[config.mk]
export PLATFORM = sky130hd
export DESIGN_NAME = cascade_stage_sequencer_flat
export DESIGN_NICKNAME = d
export VERILOG_FILES = /design/src/rtl/cascade_stage_sequencer_if.sv /design/src/rtl/cascade_stage_sequencer.sv /design/src/flat_wrapper.sv
export SDC_FILE = /design/constraint.sdc
export NUM_CORES = 1
export LEC_CHECK = 0
export BUFFER_PORTS_ARGS = -buffer_cell sky130_fd_sc_hd__buf_2
export CAP_MARGIN = 30
export CORE_MARGIN = 4
export CORE_UTILIZATION = 40
export DETAILED_ROUTE_END_ITERATION = 6
export PLACE_DENSITY = 0.58
export SLEW_MARGIN = 0
export SYNTH_ARGS = -nofsm -noshare
export SYNTH_HDL_FRONTEND = slang
export SYNTH_SLANG_ARGS = --single-unit
[constraint.sdc]
create_clock -name clk -period 4.4 [get_ports clk]
set_input_delay 0.44 -clock clk [delete_from_list [all_inputs] [get_ports clk]]
set_output_delay 0.44 -clock clk [all_outputs]
set_load 0.01 [all_outputs]
[src/rtl/cascade_stage_sequencer_if.sv]
// cascade_stage_sequencer_if
// Feature-evaluator handshake between the cascade stage sequencer and the
// weak-classifier feature evaluator.
//   feat_req_valid / feat_req_ready : request handshake (sequencer -> evaluator)
//   feat_req_idx                    : global feature index of the request
//   feat_rsp_valid / feat_rsp_value : in-order signed vote (evaluator -> sequencer)
// Modports: master = sequencer side, slave = evaluator side.
interface cascade_stage_sequencer_if #(
  parameter int ACC_W      = 24,
  parameter int FEAT_IDX_W = 12
);
  logic                    feat_req_valid;
  logic                    feat_req_ready;
  logic [FEAT_IDX_W-1:0]   feat_req_idx;
  logic                    feat_rsp_valid;
  logic signed [ACC_W-1:0] feat_rsp_value;

  modport master (
    output feat_req_valid, feat_req_idx,
    input  feat_req_ready, feat_rsp_valid, feat_rsp_value
  );

  modport slave (
    input  feat_req_valid, feat_req_idx,
    output feat_req_ready, feat_rsp_valid, feat_rsp_value
  );
endinterface

[src/rtl/cascade_stage_sequencer.sv]
// cascade_stage_sequencer
// Walks the Haar-cascade stages of one detection window, issues weak-classifier
// feature requests, accumulates the signed votes with saturation and compares
// each stage sum against its threshold to advance or early-reject the window.
// Ports:
//   clk, rst_n         : clock, asynchronous active-low reset
//   start, abort       : window start (IDLE only), synchronous abort to IDLE
//   busy, done         : not-IDLE flag, one-cycle verdict-ready pulse
//   face, exit_stage   : verdict and rejecting stage (NUM_STAGES when passed)
//   thr_stage          : registered stage index driving the lookup tables
//   thr_value, stage_len : combinational lookup results for thr_stage
//   feat               : feature evaluator handshake (master side)
module cascade_stage_sequencer #(
  parameter int NUM_STAGES = 22,
  parameter int STAGE_W    = 5,
  parameter int ACC_W      = 24,
  parameter int FRAC_W     = 12,
  parameter int CNT_W      = 8,
  parameter int FEAT_IDX_W = 12
) (
  input  logic                    clk,
  input  logic                    rst_n,
  input  logic                    start,
  input  logic                    abort,
  output logic                    busy,
  output logic                    done,
  output logic                    face,
  output logic [STAGE_W-1:0]      exit_stage,
  output logic [STAGE_W-1:0]      thr_stage,
  input  logic signed [ACC_W-1:0] thr_value,
  input  logic [CNT_W-1:0]        stage_len,
  cascade_stage_sequencer_if.master feat
);

  // Catch parameter sets that cannot represent the fixed-point format or the
  // "all stages passed" exit code.
  if (FRAC_W >= ACC_W || NUM_STAGES >= (1 << STAGE_W)) begin : g_bad_params
    $error("cascade_stage_sequencer: inconsistent parameters");
  end

  typedef enum logic [2:0] {IDLE, LOAD, RUN, COMPARE, DONE} state_t;

  localparam logic signed [ACC_W-1:0] ACC_MAX    = {1'b0, {(ACC_W-1){1'b1}}};
  localparam logic signed [ACC_W-1:0] ACC_MIN    = {1'b1, {(ACC_W-1){1'b0}}};
  localparam logic [STAGE_W-1:0]      LAST_STAGE = STAGE_W'(NUM_STAGES - 1);
  localparam logic [STAGE_W-1:0]      ALL_PASSED = STAGE_W'(NUM_STAGES);

  state_t                  state, next_state;
  logic [STAGE_W-1:0]      stage;
  logic signed [ACC_W-1:0] acc, thr_r, acc_sat;
  logic [CNT_W-1:0]        len_r, issue_cnt, rsp_cnt;
  logic [FEAT_IDX_W-1:0]   req_idx;
  logic [ACC_W:0]          sum_wide;
  logic                    req_fire, rsp_take, pass, abort_hit;

  assign thr_stage         = stage;
  assign feat.feat_req_idx = req_idx;

  // One extra bit catches overflow; on overflow the sign of the true sum
  // picks which rail to pin to, so the accumulator never wraps.
  always_comb begin
    sum_wide = {acc[ACC_W-1], acc} + {feat.feat_rsp_value[ACC_W-1], feat.feat_rsp_value};
    acc_sat  = sum_wide[ACC_W-1:0];
    if (sum_wide[ACC_W] != sum_wide[ACC_W-1]) begin
      acc_sat = sum_wide[ACC_W] ? ACC_MIN : ACC_MAX;
    end
  end

  // State register.
  always_ff @(posedge clk or negedge rst_n) begin
    if (!rst_n) state <= IDLE;
    else        state <= next_state;
  end

  // Next-state and handshake decode; abort overrides every other transition.
  always_comb begin
    next_state          = state;
    busy                = (state != IDLE);
    done                = (state == DONE);
    feat.feat_req_valid = (state == RUN) && (issue_cnt < len_r);
    req_fire            = feat.feat_req_valid && feat.feat_req_ready;
    rsp_take            = (state == RUN) && feat.feat_rsp_valid && (rsp_cnt < len_r);
    pass                = (acc >= thr_r);
    abort_hit           = abort && (state != IDLE);
    case (state)
      IDLE:    if (start) next_state = LOAD;
      LOAD:    next_state = RUN;
      RUN:     if (rsp_cnt == len_r) next_state = COMPARE;
      COMPARE: next_state = (pass && stage != LAST_STAGE) ? LOAD : DONE;
      DONE:    next_state = IDLE;
      default: next_state = IDLE;
    endcase
    if (abort_hit) next_state = IDLE;
  end

  // Datapath. The stage index only moves on edges that enter LOAD, so the
  // lookup tables have a full cycle to settle before LOAD latches them.
  always_ff @(posedge clk or negedge rst_n) begin
    if (!rst_n) begin
      stage      <= '0;
      acc        <= '0;
      thr_r      <= '0;
      len_r      <= '0;
      issue_cnt  <= '0;
      rsp_cnt    <= '0;
      req_idx    <= '0;
      face       <= 1'b0;
      exit_stage <= '0;
    end else if (!abort_hit) begin
      case (state)
        IDLE: begin
          if (start) begin
            stage     <= '0;
            acc       <= '0;
            req_idx   <= '0;
            issue_cnt <= '0;
            rsp_cnt   <= '0;
          end
        end
        LOAD: begin
          thr_r     <= thr_value;
          len_r     <= stage_len;
          acc       <= '0;
          issue_cnt <= '0;
          rsp_cnt   <= '0;
        end
        RUN: begin
          if (req_fire) begin
            req_idx   <= req_idx + FEAT_IDX_W'(1);
            issue_cnt <= issue_cnt + CNT_W'(1);
          end
          if (rsp_take) begin
            acc     <= acc_sat;
            rsp_cnt <= rsp_cnt + CNT_W'(1);
          end
        end
        COMPARE: begin
          if (pass) begin
            if (stage != LAST_STAGE) begin
              stage <= stage + STAGE_W'(1);
            end else begin
              face       <= 1'b1;
              exit_stage <= ALL_PASSED;
            end
          end else begin
            face       <= 1'b0;
            exit_stage <= stage;
          end
        end
        default: ;
      endcase
    end
  end

endmodule

[src/flat_wrapper.sv]
// flat-port wrapper written by rule: the top's interface ports become plain ports
module cascade_stage_sequencer_flat 
#(
  parameter int NUM_STAGES = 22,
  parameter int STAGE_W    = 5,
  parameter int ACC_W      = 24,
  parameter int FRAC_W     = 12,
  parameter int CNT_W      = 8,
  parameter int FEAT_IDX_W = 12
)
  (clk, rst_n, start, abort, busy, done, face, exit_stage, thr_stage, thr_value, stage_len, feat_feat_req_valid, feat_feat_req_idx, feat_feat_req_ready, feat_feat_rsp_valid, feat_feat_rsp_value);
  cascade_stage_sequencer_if #(.ACC_W(ACC_W), .FEAT_IDX_W(FEAT_IDX_W)) feat_i ();
  input  logic clk;
  input  logic rst_n;
  input  logic start;
  input  logic abort;
  output logic busy;
  output logic done;
  output logic face;
  output logic [STAGE_W-1:0] exit_stage;
  output logic [STAGE_W-1:0] thr_stage;
  input  logic signed [ACC_W-1:0] thr_value;
  input  logic [CNT_W-1:0] stage_len;
  output wire logic [$bits(feat_i.feat_req_valid)-1:0] feat_feat_req_valid;
  output wire logic [$bits(feat_i.feat_req_idx)-1:0] feat_feat_req_idx;
  input wire logic [$bits(feat_i.feat_req_ready)-1:0] feat_feat_req_ready;
  input wire logic [$bits(feat_i.feat_rsp_valid)-1:0] feat_feat_rsp_valid;
  input wire logic [$bits(feat_i.feat_rsp_value)-1:0] feat_feat_rsp_value;
  assign feat_feat_req_valid = feat_i.feat_req_valid;
  assign feat_feat_req_idx = feat_i.feat_req_idx;
  assign feat_i.feat_req_ready = feat_feat_req_ready;
  assign feat_i.feat_rsp_valid = feat_feat_rsp_valid;
  assign feat_i.feat_rsp_value = feat_feat_rsp_value;
  cascade_stage_sequencer #(.NUM_STAGES(NUM_STAGES), .STAGE_W(STAGE_W), .ACC_W(ACC_W), .FRAC_W(FRAC_W), .CNT_W(CNT_W), .FEAT_IDX_W(FEAT_IDX_W)) u_core (.clk(clk), .rst_n(rst_n), .start(start), .abort(abort), .busy(busy), .done(done), .face(face), .exit_stage(exit_stage), .thr_stage(thr_stage), .thr_value(thr_value), .stage_len(stage_len), .feat(feat_i));
endmodule
==> results of run 1 <==
state kept, by name, indices dropped and copies added, names as in the netlist:
register / count
u_core.feat.feat_req_idx: 12
u_core.thr_stage: 5
u_core.acc: 24
u_core.face: 1
u_core.len_r: 8
u_core.state: 3
u_core.rsp_cnt: 8
u_core.thr_r: 24
u_core.issue_cnt: 8
u_core.exit_stage: 5
logic make-up after synthesis:
logic type | Yosys count
XOR/XNOR | 36
buffers and inverters | 72
flip-flops | 98
AO/OA/AOI/OAI | 200
adder cells (fa/ha/maj) | 69
multiplexers | 14
AND/OR/NAND/NOR | 217
final timing paths:
path	from	slack, ns	depth (start not counted)	end
min	rst_n	0.11	2	u_core.len_r[2]
max reg2reg	u_core.acc[1]	1.32	8	u_core.acc[15]
max	u_core.acc[1]	1.32	8	u_core.acc[15]
max in group asynchronous	rst_n	3.60	3	u_core.exit_stage[4]
min in group clk	thr_value[1]	0.30	3	u_core.thr_r[1]
min reg2reg	u_core.face	0.50	1	u_core.face
per-layer routing:
| metal | part of all wire, % | vias to the layer above | track usage (%) |
|---|---|---|---|
| met5 | 0 | - | 0 |
| met4 | 1.7 | 0 | 5.039 |
| met3 | 3.8 | 15 | 2.377 |
| met2 | 48 | 110 | 29.31 |
| met1 | 46 | 2541 | 22.63 |
| li1 | - | 2722 | - |
synthesized netlist by cell type, types with 2 or more instances:
| library cell | count | area (um2) |
|---|---|---|
| mux2i_1 | 10 | 100.1 |
| or4_1 | 2 | 15.01 |
| a21o_1 | 12 | 90.09 |
| nand2_1 | 76 | 285.3 |
| o31ai_1 | 4 | 30.03 |
| and3_1 | 9 | 56.30 |
| nand3_1 | 18 | 90.09 |
| nor3_1 | 8 | 40.04 |
| a221o_1 | 23 | 230.2 |
| or3_1 | 5 | 31.28 |
| buf_6 | 4 | 45.04 |
| a211oi_4 | 2 | 40.04 |
| a21oi_2 | 4 | 35.03 |
| o21ai_2 | 2 | 17.52 |
| xnor2_1 | 13 | 113.9 |
| o21ai_0 | 53 | 265.3 |
| xor2_1 | 23 | 201.4 |
| a21oi_1 | 50 | 250.2 |
| o211ai_1 | 6 | 45.04 |
| nand2_2 | 2 | 12.51 |
| o21bai_1 | 3 | 22.52 |
| and2_1 | 7 | 43.79 |
| o2111ai_1 | 2 | 17.52 |
| nor2_1 | 47 | 176.4 |
| nor4_1 | 4 | 25.02 |
| inv_1 | 50 | 187.7 |
| clkbuf_1 | 13 | 48.80 |
| dfrtp_1 | 98 | 2452 |
| o21ai_1 | 3 | 15.01 |
| a211oi_1 | 4 | 30.03 |
| a22oi_1 | 2 | 15.01 |
| nor2b_1 | 7 | 43.79 |
| mux2_2 | 4 | 45.04 |
| buf_2 | 4 | 20.02 |
| a2111oi_0 | 2 | 17.52 |
| o21a_1 | 11 | 82.58 |
| ha_1 | 68 | 850.8 |
| nand4_1 | 16 | 100.1 |
| o211a_1 | 2 | 20.02 |
| nand2b_1 | 5 | 31.28 |
| a31oi_1 | 4 | 25.02 |
| and4b_1 | 2 | 20.02 |
stage by stage:
step	worst slack, ns	hold WS (ns)
6_report	1.323	0.1115
3_5_place_dp	1.246	0.5038
4_1_cts	1.349	0.2742
3_3_place_gp	1.301	0.4741
5_1_grt	1.096	0.1355
2_1_floorplan	1.612	0.1444
area by class of cell:
type | instances | area (um2) | share of cell area, %
Clock buffer | 9 | 225.2 | 3.001
Clock inverter | 7 | 85.08 | 1.134
Inverter | 50 | 187.7 | 2.501
Multi-Input combinational cell | 536 | 3781 | 50.38
Sequential cell | 98 | 2452 | 32.68
Tap cell | 216 | 270.3 | 3.601
Timing Repair Buffer | 93 | 503.0 | 6.702
where the power goes:
part           internal (uW)  switching (uW)  total, uW
sequential              1130             170       1300
clock                    452             359        810
combinational            720            1100       1820
==> impl_results.md, run 1 <==
- Clock skew: 0.006655 ns
- Largest net degree at the start of global routing: 74
- Post-CTS Repair Setup Buffers: 0
- Ys Warns: 0
- Xor/xnor share of the synthesized area: 4.829%
- Row count: 46
- Final Net Count: 919
- Diode count: 0
- Final setup viols: 0
- Post-Synthesis Cells: 706
- Max-slew violations: 0
- Vias in the first global route: 5375
- Placed instance count: 992
- Synth Cell Area: 0.006530 mm2
- Maxcap violations: 0
- DRC viols: 0
- Max FO, Critical Path: 23
- CTS sink cnt: 98
- Final hold vios: 0
- Total Wirelength: 15490 um
- CTS tree: yes
- Top Family by Delay on Critical Path: compound AO/OA/AOI/OAI gates
- Number of instances resized during post-cts repair: 0
- Seq cells post-synth: 98
- Synth Area in Compound Gates: 21.21%
- Crit share post-route: 69.93%
- Wire per inst: 15.35 um
- Post-DP Area: 0.007167 mm2
- Seq/Total Area, Yosys: 37.56%
- Count of different cell masters after synthesis: 64
- Startpoint Class: flop
- CTS Hold Bufs: 0
- Most used DFF post-synth: dfrtp_1
- Post-DP HPWL: 12220 um
- IO buf count: 87
- Pre-Repair DR Iteration Count: 4
- Core area: 0.01594 mm2
- Routed Antenna Nets: 0
- Crit path largest cell delay: 0.77 ns
- Latest clock arrival within the worst-skew pair: 0.34 ns
- Mux contribution to synthesized area: 2.223%
- CP Capture Type: flop
- Global route total overflow: 0
- Layout cell share with drive strength beyond 1: 17.28%
- Max-slew headroom at the worst pin: 41.20%
- Async set or reset register ratio after synthesis: 100.0%
- Commonest non-fill, non-tap cell in the layout: dfrtp_1
- Average vias per placed instance: 5.340
- Clk slew on worst S/H paths: 0.07 ns
- Die area: 0.01843 mm2
- Design area: 0.007505 mm2
- CTS Buf Count: 9
- Min Tclk post-route: 3.077 ns
- Final Util: 47.07%
- CTS max path bufs: 2
- RD Place Congestion: 0.8930
- Adder-Cell Fraction of Synth Area: 13.34%
- Initial DRC count: 251
- Total power: 3928 uW
- Worst hold path class: in -> async
- Gr usage total: 17.13%
- Worst Path Buf+Inv: 0
- Area grow syn2layout: 14.93%
- Largest family of logic cells by synthesized area: compound AO/OA/AOI/OAI gates
- Peak Freq: 325.0 MHz
- Starting density of the core: 40.96%
- Worst-Margin Slew: 0.8791 ns
- RSZ-0062 raised after global routing: false
- CTS H-tree lvls: 3
- Post-Layout Cell Count: 1009
- Initial antenna violation count: 0
- Slowest CP cell: a211oi_4
- Lkg Pwr: 0.003740 uW
- Status: complete, no violations
- Simple-gate share of the synthesized area: 16.15%
- WP data arrival: 3.35 ns
- Die Wd: 135.8 um
- Peak supply drop: 205.2 uV
- EDFF count, synth: 0
- CP required: 4.68 ns
- I/O pin count: 88
- Most frequent cells in the layout: 98 x dfrtp_1, 86 x buf_2, 76 x nand2_1
- Total number of vias: 5388
- First-pass GRT wire length: 25680 um
- Root Buffer: clkbuf_16
- Pwr Density: 523.5 mW/mm2
- Cells along the critical path: ha_1 > a211oi_1 > o211ai_2 > nand3_2 > a311oi_2 > or2_2 > a211oi_4 > a221o_1
- Die Y: 135.8 um
- Setup tns final: 0 ns
- Synth Net Count: 837
- Worst setup path class: reg -> reg
- Syn avg cell area: 9.249 um2
- Fillers: 1542
Power figures use the tool's default switching activity.
==> inputs of run 2 (changes only) <==
- PLACE_DENSITY: 0.58 -> 0.6
- clock period: 4.4 -> 2.6 ns (I/O delays scaled with it)
==> run 2 against run 1 <==
Net effect: the flow now finishes with violations (negative setup slack); global-route usage is 1.8 points higher; cell area is 12% higher; worst setup slack worse by 1.3 ns; clock skew is 0.0031 ns higher; critical endpoint is now u_core.acc[18]; highest routed layer unchanged.
==> impl_results.md, run 2 (synthesis results as in run 1) <==
- Status: finished with violations
- Failing checks: negative setup slack
- Die Wd: 135.8 um (unchanged)
- Worst hold path class: in -> reg
- Latest clock arrival within the worst-skew pair: 0.35 ns (about the same)
- Initial DRC count: 256 (+2.0%)
- Root Buffer: clkbuf_16
- IO buf count: 87 (unchanged)
- Total power: 7472 uW (+90%)
- Max FO, Critical Path: 5 (-78%)
- Largest net degree at the start of global routing: 63 (-15%)
- WP data arrival: 2.85 ns (-0.50 ns)
- Clock skew: 0.009748 ns (+0.003093 ns)
- Wire per inst: 15.49 um (+0.89%)
- Max-slew headroom at the worst pin: 59.58% (+18 points)
- Hold WS: 0.1165 ns (+0.004980 ns)
- Min Tclk post-route: 2.621 ns (-0.4557 ns)
- Total Wirelength: 17180 um (+11%)
- Diode count: 0 (unchanged)
- Final hold vios: 0 (unchanged)
- Maxcap violations: 0 (unchanged)
- Die Y: 135.8 um (unchanged)
- Area grow syn2layout: 29.28%
- Layout cell share with drive strength beyond 1: 28.89% (+12 points)
- I/O pin count: 88 (unchanged)
- Cells along the critical path: ha_2 > buf_6 > fa_2 > a211oi_2 > o21ai_2 > o21a_1 > o21ai_2 > o31a_4 > a211oi_4 > buf_4 > a221o_1
- Commonest non-fill, non-tap cell in the layout: dfrtp_1
- Max-slew violations: 0 (unchanged)
- Most frequent cells in the layout: 98 x dfrtp_1, 96 x buf_4, 86 x buf_2
- RD Place Congestion: 0.9896 (+11%)
- Peak Freq: 381.5 MHz (+17%)
- Clk slew on worst S/H paths: 0.07 ns (about the same)
- Starting density of the core: 40.96% (unchanged)
- Worst setup path class: reg -> reg
- Die area: 0.01843 mm2 (unchanged)
- CTS sink cnt: 98 (unchanged)
- First-pass GRT wire length: 28260 um (+10%)
- Row count: 46 (unchanged)
- Final worst setup slack: -0.02121 ns (-1.344 ns)
- Routed Antenna Nets: 0 (unchanged)
- Pre-Repair DR Iteration Count: 5 (+1)
- RSZ-0062 raised after global routing: true
- Slowest CP cell: dfrtp_1
- CTS Buf Count: 9 (unchanged)
- Total number of vias: 5898 (+9.5%)
- CTS H-tree lvls: 3 (unchanged)
- DRC viols: 0 (unchanged)
- Worst-Margin Slew: 0.6063 ns (-0.2729 ns)
- Worst Path Buf+Inv: 2 (+2)
- Pwr Density: 885.1 mW/mm2 (+69%)
- Crit share post-route: 100.8% (+31 points)
- Initial antenna violation count: 0 (unchanged)
- Gr usage total: 18.94% (+1.8 points)
- Final setup viols: 12 (+12)
- Crit path largest cell delay: 0.39 ns (-0.38 ns)
- CTS tree: yes
- Top Family by Delay on Critical Path: compound AO/OA/AOI/OAI gates
- CP required: 2.83 ns (-1.85 ns)
- CP dominant cell by count: o21ai_2
- Lkg Pwr: 0.004266 uW (+14%)
- Global route total overflow: 0 (unchanged)
- Peak supply drop: 330.5 uV (+61%)
- CTS max path bufs: 2 (unchanged)
- Post-DP HPWL: 13260 um (+8.4%)
- Core area: 0.01594 mm2 (unchanged)
- Vias in the first global route: 5888 (+9.5%)
- CP Capture Type: flop
- Average vias per placed instance: 5.318 (-0.41%)
- Final Net Count: 1019 (+11%)
- Startpoint Class: flop
[run 2: cell count changes in the layout (fill, tap and decap cells not counted), moves of 3 or more]
cell | previous run | this run
a211oi_1 | 4 | 1
a21oi_2 | 5 | 8
buf_4 | 6 | 96
a21oi_1 | 49 | 45
nor3_2 | 0 | 3
nor3_1 | 8 | 5
buf_6 | 0 | 6
ha_1 | 68 | 65
a211oi_2 | 1 | 4
[run 2: what timing repair did]
item / CTS / global route
gates resized for setup: 17 / 20
endpoints found under the hold margin: 42 / 0
buffers inserted: 11 / 2
gates cloned: 2 / 0
hold buffers: 1 / 0
setup endpoints to repair: 34 / 34
pin swaps: 14 / 19
[run 2: layer usage]
metal	track usage [%]	share of wire, %
met5	0	0
met4	3.919	1.1
met3	2.452	3.9
met2	33.90	50
met1	24.57	45
[run 2: worst min-delay path, stage by stage]
cell and delay (ns):
buf_2 0.08, nand2_1 0.03, o21ai_0 0.05
[run 2: path summary, 6_finish.rpt]
check / start / slack, ns / end / cells after the start
worst min register to register: u_core.face / 0.49 / u_core.face / 1
max in group asynchronous: rst_n / 1.43 / u_core.thr_r[8] / 3
worst max-delay path: u_core.acc[0] / -0.02 / u_core.acc[18] / 11
min in group asynchronous: rst_n / 0.46 / u_core.issue_cnt[4] / 2
worst max register to register: u_core.acc[0] / -0.02 / u_core.acc[18] / 11
worst min-delay path: thr_value[1] / 0.12 / u_core.thr_r[1] / 3
[run 2: cell type report]
| class | count | area, um2 |
|---|---|---|
| clock inverter | 5 | 63.81 |
| multi-input combinational | 538 | 3966 |
| tap | 216 | 270.3 |
| inverter | 50 | 187.7 |
| timing repair buffer | 191 | 1269 |
| sequential | 98 | 2452 |
| clock buffer | 11 | 232.7 |
| fill | 1512 | 7501 |
[run 2: power breakdown]
| group | internal (uW) | switching, uW |
|---|---|---|
| Sequential | 1920 | 226 |
| Clock | 754 | 592 |
| Combinational | 1780 | 2200 |
[run 2: metrics by stage]
step                setup TNS, ns  worst slack, ns  util, %  std cells  instance area, um2
floorplan                       0          0.05039        -        706                6539
global placement           -5.682          -0.2443    49.17       1077                7839
detailed placement         -8.437          -0.3709    49.17       1077                7839
CTS                        -3.424          -0.1734    52.22       1107                8325
global route               -2.475          -0.1292    52.95       1109                8442
finish                    -0.1849         -0.02121    52.95       1109                8442
